**config.mk**
```make
export PLATFORM = sky130hd
export DESIGN_NAME = multiplier_flat
export DESIGN_NICKNAME = d
export VERILOG_FILES = /design/src/rtl/multiplier_if.sv /design/src/rtl/multiplier.sv /design/src/flat_wrapper.sv
export SDC_FILE = /design/constraint.sdc
export NUM_CORES = 1
export LEC_CHECK = 0
export CAP_MARGIN = 20
export CORE_MARGIN = 1
export CORE_UTILIZATION = 58
export CTS_CLUSTER_SIZE = 8
export DETAILED_ROUTE_END_ITERATION = 10
export PLACE_DENSITY = 0.83
export SYNTH_ARGS = -nofsm -noshare
export SYNTH_HDL_FRONTEND = slang
export SYNTH_SLANG_ARGS = --single-unit
```
**constraint.sdc**
```tcl
create_clock -name clk -period 4.28 [get_ports clk]
set_input_delay 0.856 -clock clk [delete_from_list [all_inputs] [get_ports clk]]
set_output_delay 0.856 -clock clk [all_outputs]
set_load 0.03 [all_outputs]
```
**src/rtl/multiplier_if.sv**
```systemverilog
// Start/done handshake and operand/product bus of the iterative multiplier.
interface multiplier_if #(
  parameter int SIZE = 4
);
  logic              start;
  logic [SIZE-1:0]   a;
  logic [SIZE-1:0]   b;
  logic [2*SIZE-1:0] c;
  logic              busy;
  logic              done;

  modport master (output start, a, b, input c, busy, done);
  modport slave  (input start, a, b, output c, busy, done);
endinterface

```
**src/rtl/multiplier.sv**
```systemverilog
// Unsigned SIZE x SIZE shift-and-add multiplier, one partial product per cycle,
// with a registered 2*SIZE-bit product held until the next completion.
module multiplier #(
  parameter int SIZE = 4
) (
  input logic          clk,
  input logic          rst,
  multiplier_if.slave  bus
);
  localparam int CW = (SIZE > 2) ? $clog2(SIZE) : 1;
  localparam logic [CW-1:0] LAST = CW'(SIZE - 1);

  typedef enum logic {IDLE, RUN} state_t;

  state_t            state;
  logic [CW-1:0]     cnt;
  logic [2*SIZE-1:0] mcand;
  logic [SIZE-1:0]   mplier;
  logic [2*SIZE-1:0] acc;
  logic [2*SIZE-1:0] acc_next;

  always_comb begin
    acc_next = acc;
    if (mplier[0]) acc_next = acc + mcand;
  end

  // Control, accumulator and outputs.
  always_ff @(posedge clk) begin
    if (rst) begin
      state    <= IDLE;
      cnt      <= '0;
      acc      <= '0;
      bus.c    <= '0;
      bus.busy <= 1'b0;
      bus.done <= 1'b0;
    end else begin
      bus.done <= 1'b0;
      case (state)
        IDLE: begin
          if (bus.start) begin
            acc      <= '0;
            cnt      <= '0;
            bus.busy <= 1'b1;
            state    <= RUN;
          end
        end
        RUN: begin
          acc <= acc_next;
          cnt <= cnt + 1'b1;
          if (cnt == LAST) begin
            bus.c    <= acc_next;
            bus.done <= 1'b1;
            bus.busy <= 1'b0;
            state    <= IDLE;
          end
        end
        default: state <= IDLE;
      endcase
    end
  end

  // NOTE: operand shift registers carry no reset; they are always reloaded on
  // an accepted start before RUN reads them, so resetting them buys nothing.
  always_ff @(posedge clk) begin
    if (state == IDLE && bus.start) begin
      mcand  <= {{SIZE{1'b0}}, bus.a};
      mplier <= bus.b;
    end else if (state == RUN) begin
      mcand  <= mcand << 1;
      mplier <= mplier >> 1;
    end
  end
endmodule

```
**src/flat_wrapper.sv**
```systemverilog
// flat-port wrapper written by rule: the top's interface ports become plain ports
module multiplier_flat 
#(
  parameter int SIZE = 4
)
  (clk, rst, bus_start, bus_a, bus_b, bus_c, bus_busy, bus_done);
  multiplier_if #(.SIZE(SIZE)) bus_i ();
  input logic clk;
  input logic rst;
  input wire logic [$bits(bus_i.start)-1:0] bus_start;
  input wire logic [$bits(bus_i.a)-1:0] bus_a;
  input wire logic [$bits(bus_i.b)-1:0] bus_b;
  output wire logic [$bits(bus_i.c)-1:0] bus_c;
  output wire logic [$bits(bus_i.busy)-1:0] bus_busy;
  output wire logic [$bits(bus_i.done)-1:0] bus_done;
  assign bus_i.start = bus_start;
  assign bus_i.a = bus_a;
  assign bus_i.b = bus_b;
  assign bus_c = bus_i.c;
  assign bus_busy = bus_i.busy;
  assign bus_done = bus_i.done;
  multiplier #(.SIZE(SIZE)) u_core (.clk(clk), .rst(rst), .bus(bus_i));
endmodule
```
### Word level (Yosys, flattened, before mapping)

Cells that the tools add are included.

| cells by class | value |
|---|---|
| add/sub/neg operators | 2 |
| equality and inequality tests | 3 |
| muxes and demuxes | 16 |
| bitwise operators | 1 |
| reduce and logical (&&, ||, !) cells | 5 |

Operator list:

| kind | number |
|---|---|
| 4-bit 2-to-1 mux | 4 |
| 8-bit 2-to-1 mux | 2 |
| 8-bit one-hot mux with 2 select lines | 1 |
| 8-bit adder | 1 |
| 1-bit 2-to-1 mux | 5 |
| 2-bit inequality test, second input constant | 2 |
| 1-bit one-hot mux with 2 select lines | 2 |
| 2-bit one-hot mux with 2 select lines | 1 |
| 2-bit AND reduction | 2 |
| 2-bit by 1-bit adder with 2-bit output, second input constant | 1 |
| 2-bit equality test, second input constant | 1 |
| 2-bit 2-to-1 mux | 1 |
| 2-bit nonzero test | 1 |
| 2-bit OR reduction | 1 |
| 1-bit logical AND | 1 |
| 1-bit NOT | 1 |

| word-level totals | value |
|---|---|
| register bits | 33 |
| bits of input ports | 11 |
| output and inout bits | 10 |
| logic and storage cells | 36 |

### Depth between registers and ports, before layout

Gate-level depths: netlist (run 1).

| depth | value |
|---|---|
| depth after elaboration | 3 |
| gate-level depth with buffers | 8 |
| depth with buffers taken out | 7 |

### Worst setup path after synthesis (run 1)

Ideal clock, no wire load.

| timing path | value |
|---|---|
| path kind | register -> register |
| from | register u_core.mcand[0] |
| to | register u_core.acc[6] |
| setup time | 0.132 ns |
| arrival time | 1.842 ns |
| required time | 4.148 ns |
| slack | 2.306 ns |
| stages on the path, launching flop included | 8 |
| path buffers | 0 |
| clock period less this slack | 1.974 ns |
| cell sequence | edfxtp_1 > ha_1 > fa_1 > a211oi_1 > o21bai_1 > a21oi_1 > mux2i_1 > o21ai_0 |

| on the way | value |
|---|---|
| cells in the longest elaborated chain, start to end | 3 |

Ends and longest elaborated chain:

| item | RTL line | RTL |
|---|---|---|
| from (decl) | multiplier.sv:17 | `logic [2*SIZE-1:0] mcand;` |
| from (signal assigned) | multiplier.sv:66 | `mcand <= {{SIZE{1'b0}}, bus.a};` |
| from (signal assigned) | multiplier.sv:69 | `mcand <= mcand << 1;` |
| 8-bit adder | multiplier.sv:24 | `if (mplier[0]) acc_next = acc + mcand;` |
| 8-bit 2-to-1 mux | multiplier.sv:24 |  |
| 8-bit one-hot mux with 2 select lines | multiplier.sv:38 | `case (state)` |
| to (signal assigned) | multiplier.sv:48 | `acc <= acc_next;` |
| to (decl) | multiplier.sv:19 | `logic [2*SIZE-1:0] acc;` |

Every way passes these cells.
A chain may end at the register's enable or synchronous reset.

### Final worst setup path (run 1)

| timing path | value |
|---|---|
| from | input port bus_start |
| to | register u_core.acc[4] |

| on the way | value |
|---|---|
| cells in the longest elaborated chain, start to end | 1 |

Ends and longest elaborated chain:

| item | RTL line | RTL |
|---|---|---|
| from (decl) | flat_wrapper.sv:10 | `input wire logic [$bits(bus_i.start)-1:0] bus_start;` |
| 2-bit inequality test (no line) | - |  |

Every way passes these cells.

==> metrics.csv, run 1 <==
metric,value,unit
synth_warnings,0,
clock_latency,340,ps
irDropWorstVdd,334,uV
ios,21,
synthCells,165,
synth_nets,185,
numCtsBuffers,5,
die_area,0.00300,sq mm
final_common_cell,dfxtp_1,
start_kind,primary input,
period_needed,2470,ps
area_growth,15.6,%
syn_area_per_cell,9.80,sq um
status,"finished, final reports clean",
ys_types,40,
fmax,404,MHz
final_antenna_net_count,0,
leakage,0.000747,uW
setup-tns-final,0,ps
antenna_found_initial,0,
tritoncts,built,
root_buffer,clkbuf_4,
synthArstFlopShare,0,
cts.path.max_buffers,2,
drt_drc_violations_left,0,
avgViaCountPerCell,5.96,
final_cell_mix,"dfxtp_1 (25), clkdlybuf4s50_1 (20), nand2_1 (16), o21ai_0 (12)",
synth.area.top_cells,"dfxtp_1 (31%), edfxtp_1 (15%), ha_1 (6.2%)",
cts_max_level,2,
die_x,54.8,um
core_area,0.00254,sq mm
rsz0062_at_grt,no,
postCtsSetupBuffers,0,
synth_top_area_share,0.309,
cp_max_fo,11,
cts.sinks,33,
yosysSeqAreaShare,0.458,
synth-edff-count,8,
cts.clk_slew.worst_paths,90,ps
wire_per_inst,15.3,um
routed_wl,3290,um
gr-total-overflow,0,
required,4490,ps
cts-hold-fix-buffers,0,
antenna_cells,0,
die_y,54.8,um
synth_top_area_cell,dfxtp_1,
cts_resized,0,
crit_type,primary input to flip-flop,
place_congestion,0.869,
start_util,0.636,
ys_seq_elements,33,
dpl.hpwl,2460,um
track_usage,0.253,
grt_pass1_wl,5130,um
cp-end-kind,flip-flop,
crit_arrival,2680,ps
reg2reg_from,u_core.mcand[0],
drv_slew,0,
skew,9.46,ps
hold_viol_final,0,
setup_viol,0,
vias,1282,
timing.slew.headroom,0.456,
finalNetCount,204,
firstDrtPassIters,5,
syn-cell-area,0.00162,sq mm
grt_max_degree,28,
fillers,201,
grt_pass1_vias,1108,
power,614,uW
hold_start,u_core.bus.c[5],
hold_path.class,flip-flop to flip-flop,
finalCritPeriodShare,0.578,
p_per_area,328,mW/mm^2
critical_path.startpoint,bus_start,
tightest_slew,815,ps
drtIter0Drc,27,
drive_gt1_frac,0.0919,
ys.flop_type,dfxtp_1,
io_buffers,20,
rows,18,
cap_violations,0,
## synthesized netlist by cell type, drive strengths merged (2+ instances only)
cell,number
o21a,2
inv,3
nor2b,3
ha,8
dfxtp,25
nor3b,3
edfxtp,8
xnor2,2
and3,3
a21o,2
buf,4
o31ai,2
nand3b,2
clkbuf,4
and2,2
nor2,11
nand2b,5
o21ai,13
mux2i,7
nand2,16
a21oi,11
a211oi,3
mux2,7
a32oi,5
nand3,2
nor3,3
## layout make-up
class	count	area, sq um	share of cell area
Sequential cell	33	741	0.396
Timing Repair Buffer	20	200	0.107
Clock inverter	1	5.00	0.00268
Multi-Input combinational cell	121	831	0.444
Tap cell	30	37.5	0.0201
Clock buffer	7	45.0	0.0241
Inverter	3	11.3	0.00602
## layer usage
metal | wire, um | track usage | part of all wire | vias up
li1 | - | - | - | 634
met1 | 1460 | 0.321 | 0.44 | 614
met2 | 1610 | 0.400 | 0.49 | 29
met3 | 165 | 0.0833 | 0.050 | 5
met4 | 51 | 0.0897 | 0.016 | 0
met5 | 0 | 0 | 0 | -
## flip-flops by register name, summed over array words and instances (netlist names)
name,flops
u_core.mplier,4
u_core.mcand,8
u_core.bus.c,8
u_core.cnt,2
u_core.bus.done,1
u_core.bus.busy,1
u_core.state,1
u_core.acc,8
## logic make-up (layout without fill, tap and decap cells)
| kind of cell | Yosys count | after routing | share of synthesized area |
|---|---|---|---|
| AO/OA/AOI/OAI | 43 | 43 | 0.171 |
| buffers and inverters | 11 | 31 | 0.0286 |
| flip-flops | 33 | 33 | 0.458 |
| multiplexers | 14 | 14 | 0.0920 |
| AND/OR/NAND/NOR | 53 | 53 | 0.166 |
| adder cells (fa/ha/maj) | 9 | 9 | 0.0742 |
| XOR/XNOR | 2 | 2 | 0.0108 |
## where the power goes
group | switching [uW] | internal (uW) | leakage (uW) | total, uW
clock network | 101 | 63.9 | 0.0000293 | 165
logic | 45.8 | 43.2 | 0.000432 | 89.0
registers | 22.0 | 338 | 0.000286 | 360
total | 169 | 445 | 0.000747 | 614
## worst max-delay path, stage by stage
cell and delay [ps]:
clkdlybuf4s50_1 590, nor2b_1 690, a21oi_1 230, a22oi_1 250, nor2_1 50
## final timing paths
check	endpoint	cells after the start	slack (ps)
max reg2reg	u_core.acc[6]	7	2050
max	u_core.acc[4]	5	1810
min	u_core.bus.c[5]	2	450
min reg2reg	u_core.bus.c[5]	2	450
## metrics by stage
step	instances	utilization	hold WS [ps]	setup slack, ps	cell area, sq um
after floorplan	165	-	445	2310	1620
after global placement	207	0.715	428	1530	1820
after detailed placement	207	0.715	434	1440	1820
after CTS	215	0.735	448	1810	1870
after global routing	215	0.735	486	1720	1870
final	215	0.735	445	1810	1870
(Power assumes the default switching activity.)
==> run 2: changes to the inputs <==
--- a/config.mk
+++ b/config.mk
@@ -7,10 +7,10 @@
 export LEC_CHECK = 0
 export CAP_MARGIN = 20
 export CORE_MARGIN = 1
-export CORE_UTILIZATION = 58
+export CORE_UTILIZATION = 49
 export CTS_CLUSTER_SIZE = 8
 export DETAILED_ROUTE_END_ITERATION = 10
-export PLACE_DENSITY = 0.83
+export PLACE_DENSITY = 0.75
 export SYNTH_ARGS = -nofsm -noshare
 export SYNTH_HDL_FRONTEND = slang
 export SYNTH_SLANG_ARGS = --single-unit
==> constraint.sdc (replaced) <==
create_clock -name clk -period 2.1 [get_ports clk]
set_input_delay 0.42 -clock clk [delete_from_list [all_inputs] [get_ports clk]]
set_output_delay 0.42 -clock clk [all_outputs]
set_load 0.03 [all_outputs]
==> run 2 against run 1 <==
Effect of this change:
- clock skew is 4.7 ps higher
- combinational power grew 150%
- clock power increased to 3.0 times the previous value
- non-clock buffer count up 8
- utilization decreased by 8.6 points
- highest routed layer unchanged
==> metrics.csv, run 2 (synthesized netlist as in run 1, its figures left out) <==
metric,value,unit
status,"finished, final reports clean",
crit_arrival,2260,ps
numCtsBuffers,5,
cts.clk_slew.worst_paths,100,ps
root_buffer,clkbuf_4,
rsz0062_at_grt,yes,
ios,21,
cap_violations,0,
cp_max_fo,5,
tritoncts,built,
die_y,59.5,um
period_needed,2030,ps
drive_gt1_frac,0.166,
core_area,0.00310,sq mm
reg2reg_from,u_core.mcand[2],
p_per_area,709,mW/mm^2
hold_path.class,flip-flop to flip-flop,
firstDrtPassIters,4,
grt_max_degree,21,
antenna_found_initial,0,
grt_pass1_wl,5340,um
finalNetCount,212,
final_antenna_net_count,0,
leakage,0.000800,uW
place_congestion,0.880,
required,2330,ps
io_buffers,20,
hold_viol_final,0,
antenna_cells,0,
setup-tns-final,0,ps
tightest_slew,418,ps
avgViaCountPerCell,5.57,
critical_path.startpoint,u_core.mcand[2],
dpl.hpwl,2320,um
largest_registers,"u_core.acc: 8 flops, u_core.bus.c: 8 flops, u_core.mcand: 8 flops",
ff2ff_path_depth,6,
reg2reg_to,u_core.acc[7],
routed_wl,3210,um
power,1430,uW
area_growth,24.5,%
final_common_cell,dfxtp_1,
fmax,493,MHz
die_x,59.5,um
timing.slew.headroom,0.721,
irDropWorstVdd,476,uV
drtIter0Drc,57,
wire_per_inst,13.5,um
skew,14.2,ps
start_util,0.521,
start_kind,flip-flop,
final_cell_mix,"dfxtp_1 (25), clkdlybuf4s50_1 (20), nand2_1 (16), nor2_1 (11), o21ai_0 (11)",
die_area,0.00354,sq mm
cp-end-kind,flip-flop,
cts.path.max_buffers,2,
clock_latency,340,ps
rows,20,
gr-total-overflow,0,
finalCritPeriodShare,0.966,
vias,1321,
drv_slew,0,
track_usage,0.209,
cts_max_level,2,
drt_drc_violations_left,0,
crit_type,flip-flop to flip-flop,
r2r_slack,70,ps
grt_pass1_vias,1235,
crit_end,u_core.acc[7],
cts.sinks,33,
setup_viol,0,
[run 2: cell types whose count changed in the layout (fill, tap and decap cells not counted), sizes merged]
cell	before	now
buf	0	8
bufinv	0	1
clkinv	1	0
[run 2: per-stage QoR]
stage	worst slack, ps	instance area (sq um)	std cells	utilization	hold WS [ps]
5_1_grt	-42.1	2010	237	0.649	480
6_report	70.5	2010	237	0.649	450
3_3_place_gp	68.5	1890	228	0.609	431
2_1_floorplan	126	1620	165	-	445
3_5_place_dp	-30.3	1890	228	0.609	440
4_1_cts	3.43	1980	236	0.638	455
[run 2: report_power, final]
part / switching (uW) / internal, uW
registers: 28.6 / 689
clock network: 207 / 284
logic: 115 / 105
total: 350 / 1080
[run 2: repair_timing]
item / in CTS / in global routing
buffers inserted: 0 / 1
pin swaps: 0 / 4
resized for setup: 1 / 7
hold buffers: 0 / 0
endpoints found under the setup margin: 2 / 4
hold endpoints to repair: 0 / 0
[run 2: how the worst min path moves through the flow]
stage | from | endpoint | slack, ps | cells after the start
after floorplan | u_core.acc[5] | u_core.acc[5] | 440 | 2
after global placement | u_core.bus.c[5] | u_core.bus.c[5] | 430 | 2
after detailed placement | u_core.bus.c[5] | u_core.bus.c[5] | 440 | 2
after CTS | u_core.bus.c[5] | u_core.bus.c[5] | 460 | 2
after global routing | u_core.bus.c[5] | u_core.bus.c[5] | 480 | 2
final | u_core.bus.c[5] | u_core.bus.c[5] | 450 | 2
[run 2: layout make-up]
| cell class | count | area [sq um] |
|---|---|---|
| clock buffer | 7 | 55.1 |
| clock inverter | 1 | 30.0 |
| fill | 277 | 1090 |
| inverter | 3 | 11.3 |
| multi-input combinational | 121 | 862 |
| sequential | 33 | 741 |
| tap | 44 | 55.1 |
| timing repair buffer | 28 | 260 |
[run 2: layer usage]
layer  GRT usage  up-vias  share of wire
met1       0.246      629           0.46
met4      0.0918        0          0.022
met2       0.342       33           0.47
li1            -      653              -
met5           0        -              0
met3      0.0742        6          0.050
[run 2: critical path, stage by stage, from the launching register on]
cell	delay [ps]
edfxtp_1	420
ha_2	400
o211ai_1	90
o21a_1	230
o21ai_2	210
mux2i_1	240
mux2_1	340
==> run 3: changes to the inputs <==
--- a/config.mk
+++ b/config.mk
@@ -6,7 +6,7 @@
 export NUM_CORES = 1
 export LEC_CHECK = 0
 export CAP_MARGIN = 20
-export CORE_MARGIN = 1
+export CORE_MARGIN = 2
 export CORE_UTILIZATION = 49
 export CTS_CLUSTER_SIZE = 8
 export DETAILED_ROUTE_END_ITERATION = 10
==> run 3 against run 2 <==
Effect of this change:
- worst setup slack better by 1.7 ps
- critical endpoint is now u_core.acc[6]
- via count is 1.8% higher
- register-to-register slack hardly changed
- cell count is 0.84% higher
- global-route usage is 0.57 points lower
- critical path depth is 1 higher
- utilization is 0.32 points lower
==> metrics.csv, run 3 (synthesized netlist as in run 1, its figures left out) <==
metric,value,unit
clock_latency,330,ps
timing.slew.headroom,0.724,
fin_area,0.00200,sq mm
hold_path.class,flip-flop to flip-flop,
track_usage,0.204,
drv_slew,0,
ff2ff_path_depth,7,
required,2320,ps
setup_slack,72.2,ps
final_cell_mix,"dfxtp_1 (25), clkdlybuf4s50_1 (20), nand2_1 (16), o21ai_0 (12), nor2_1 (11)",
internal-power,990,uW
gr-total-overflow,0,
largest_registers,"u_core.acc: 8 flops, u_core.bus.c: 8 flops, u_core.mcand: 8 flops",
dpl.hpwl,2450,um
irDropWorstVdd,516,uV
cts_max_level,2,
drtIter0Drc,62,
layout.cells.non_filler,239,
area_growth,23.9,%
avgViaCountPerCell,5.63,
fmax,493,MHz
routed_wl,3310,um
power_switching,353,uW
dpl_cell_area,0.00190,sq mm
antenna_cells,0,
pre_cts_ws,-80.9,ps
rows,20,
skew,10.2,ps
place_congestion,0.849,
use_met3,0.0693,
tritoncts,built,
period_needed,2030,ps
start_util,0.521,
path_cells,"ha_2, fa_2, a211oi_2, o21bai_1, a21oi_2, mux2i_1, o21ai_0",
numCtsBuffers,5,
dp_cells,229,
firstDrtPassIters,4,
ios,21,
die_area,0.00378,sq mm
cts.sinks,33,
critical_path.startpoint,u_core.mcand[0],
status,"finished, final reports clean",
grt_pass1_vias,1296,
drive_gt1_frac,0.179,
io_buffers,20,
drt_drc_violations_left,0,
core_area,0.00310,sq mm
hold_start,u_core.bus.c[5],
grt-busiest-layer,met2,
r2r_slack,70,ps
cts.path.max_buffers,2,
finalNetCount,214,
hold_viol_final,0,
cp-end-kind,flip-flop,
wire_per_inst,13.8,um
pwr-share-seq,0.534,
clkPwrFrac,0.301,
grt_max_degree,15,
cap_violations,0,
crit_type,flip-flop to flip-flop,
cts.clk_slew.worst_paths,110,ps
final_common_cell,dfxtp_1,
fillers,286,
die_y,61.5,um
die_x,61.5,um
max_stage_delay,410,ps
vias,1345,
reg2reg_from,u_core.mcand[0],
finalCritPeriodShare,0.966,
tightest_slew,414,ps
leakage,0.000804,uW
p_per_area,670,mW/mm^2
start_kind,flip-flop,
crit_slowest_cell,edfxtp_1,
setup_viol,0,
grt_pass1_wl,5610,um
cp_max_fo,3,
antenna_found_initial,0,
crit_end,u_core.acc[6],
crit_arrival,2250,ps
final_antenna_net_count,0,
combPwrFrac,0.165,
setup-tns-final,0,ps
root_buffer,clkbuf_4,
met1_usage,0.242,
reg2reg_to,u_core.acc[6],
swShare,0.263,
grt.met2_usage,0.336,
run 3: worst min path at each step:
stage / depth (start not counted) / end / slack [ps]
2_1_floorplan: 2 / u_core.acc[5] / 440
3_3_place_gp: 2 / u_core.bus.c[5] / 430
3_5_place_dp: 2 / u_core.bus.c[5] / 440
4_1_cts: 2 / u_core.bus.c[5] / 450
5_1_grt: 2 / u_core.bus.c[5] / 480
6_report: 2 / u_core.bus.c[5] / 450
run 3: cell type report:
class                      count  area [sq um]  area share
inverter                       3          11.3     0.00562
sequential                    33           741       0.370
timing repair buffer          30           275       0.137
clock inverter                 1          5.00     0.00250
tap                           44          55.1      0.0275
multi-input combinational    121           852       0.425
clock buffer                   7          65.1      0.0325
run 3: layer usage:
metal	vias up	routed length, um
met5	-	0
met4	0	55
met3	8	186
met2	48	1660
met1	628	1410
li1	661	-
run 3: metrics by stage:
step	util	hold slack, ps	power [uW]
after floorplan	-	445	866
after global placement	0.612	432	930
after detailed placement	0.612	439	939
after CTS	0.637	453	1340
after global routing	0.646	476	1400
final	0.646	448	1340
run 3: worst max-delay path, delay by kind of cell (launching register included):
kind	cells	cell delay, ps
fa+ha+maj	2	560
flops	1	410
compound gates	4	730
mux	1	210
run 3: power by group through the flow:
stage / Combinational, uW / Clock [uW] / Sequential [uW]
floorplan: 144 / 0 / 722
global placement: 201 / 0 / 729
detailed placement: 208 / 0 / 732
CTS: 211 / 417 / 717
global route: 245 / 437 / 723
finish: 222 / 404 / 717
run 3: timing repair:
| action | CTS | global route |
|---|---|---|
| pin swaps | 0 | 2 |
| buffers inserted | 0 | 2 |
| setup endpoints to repair | 2 | 4 |
| hold buffers | 0 | 0 |
| resized for setup | 2 | 4 |
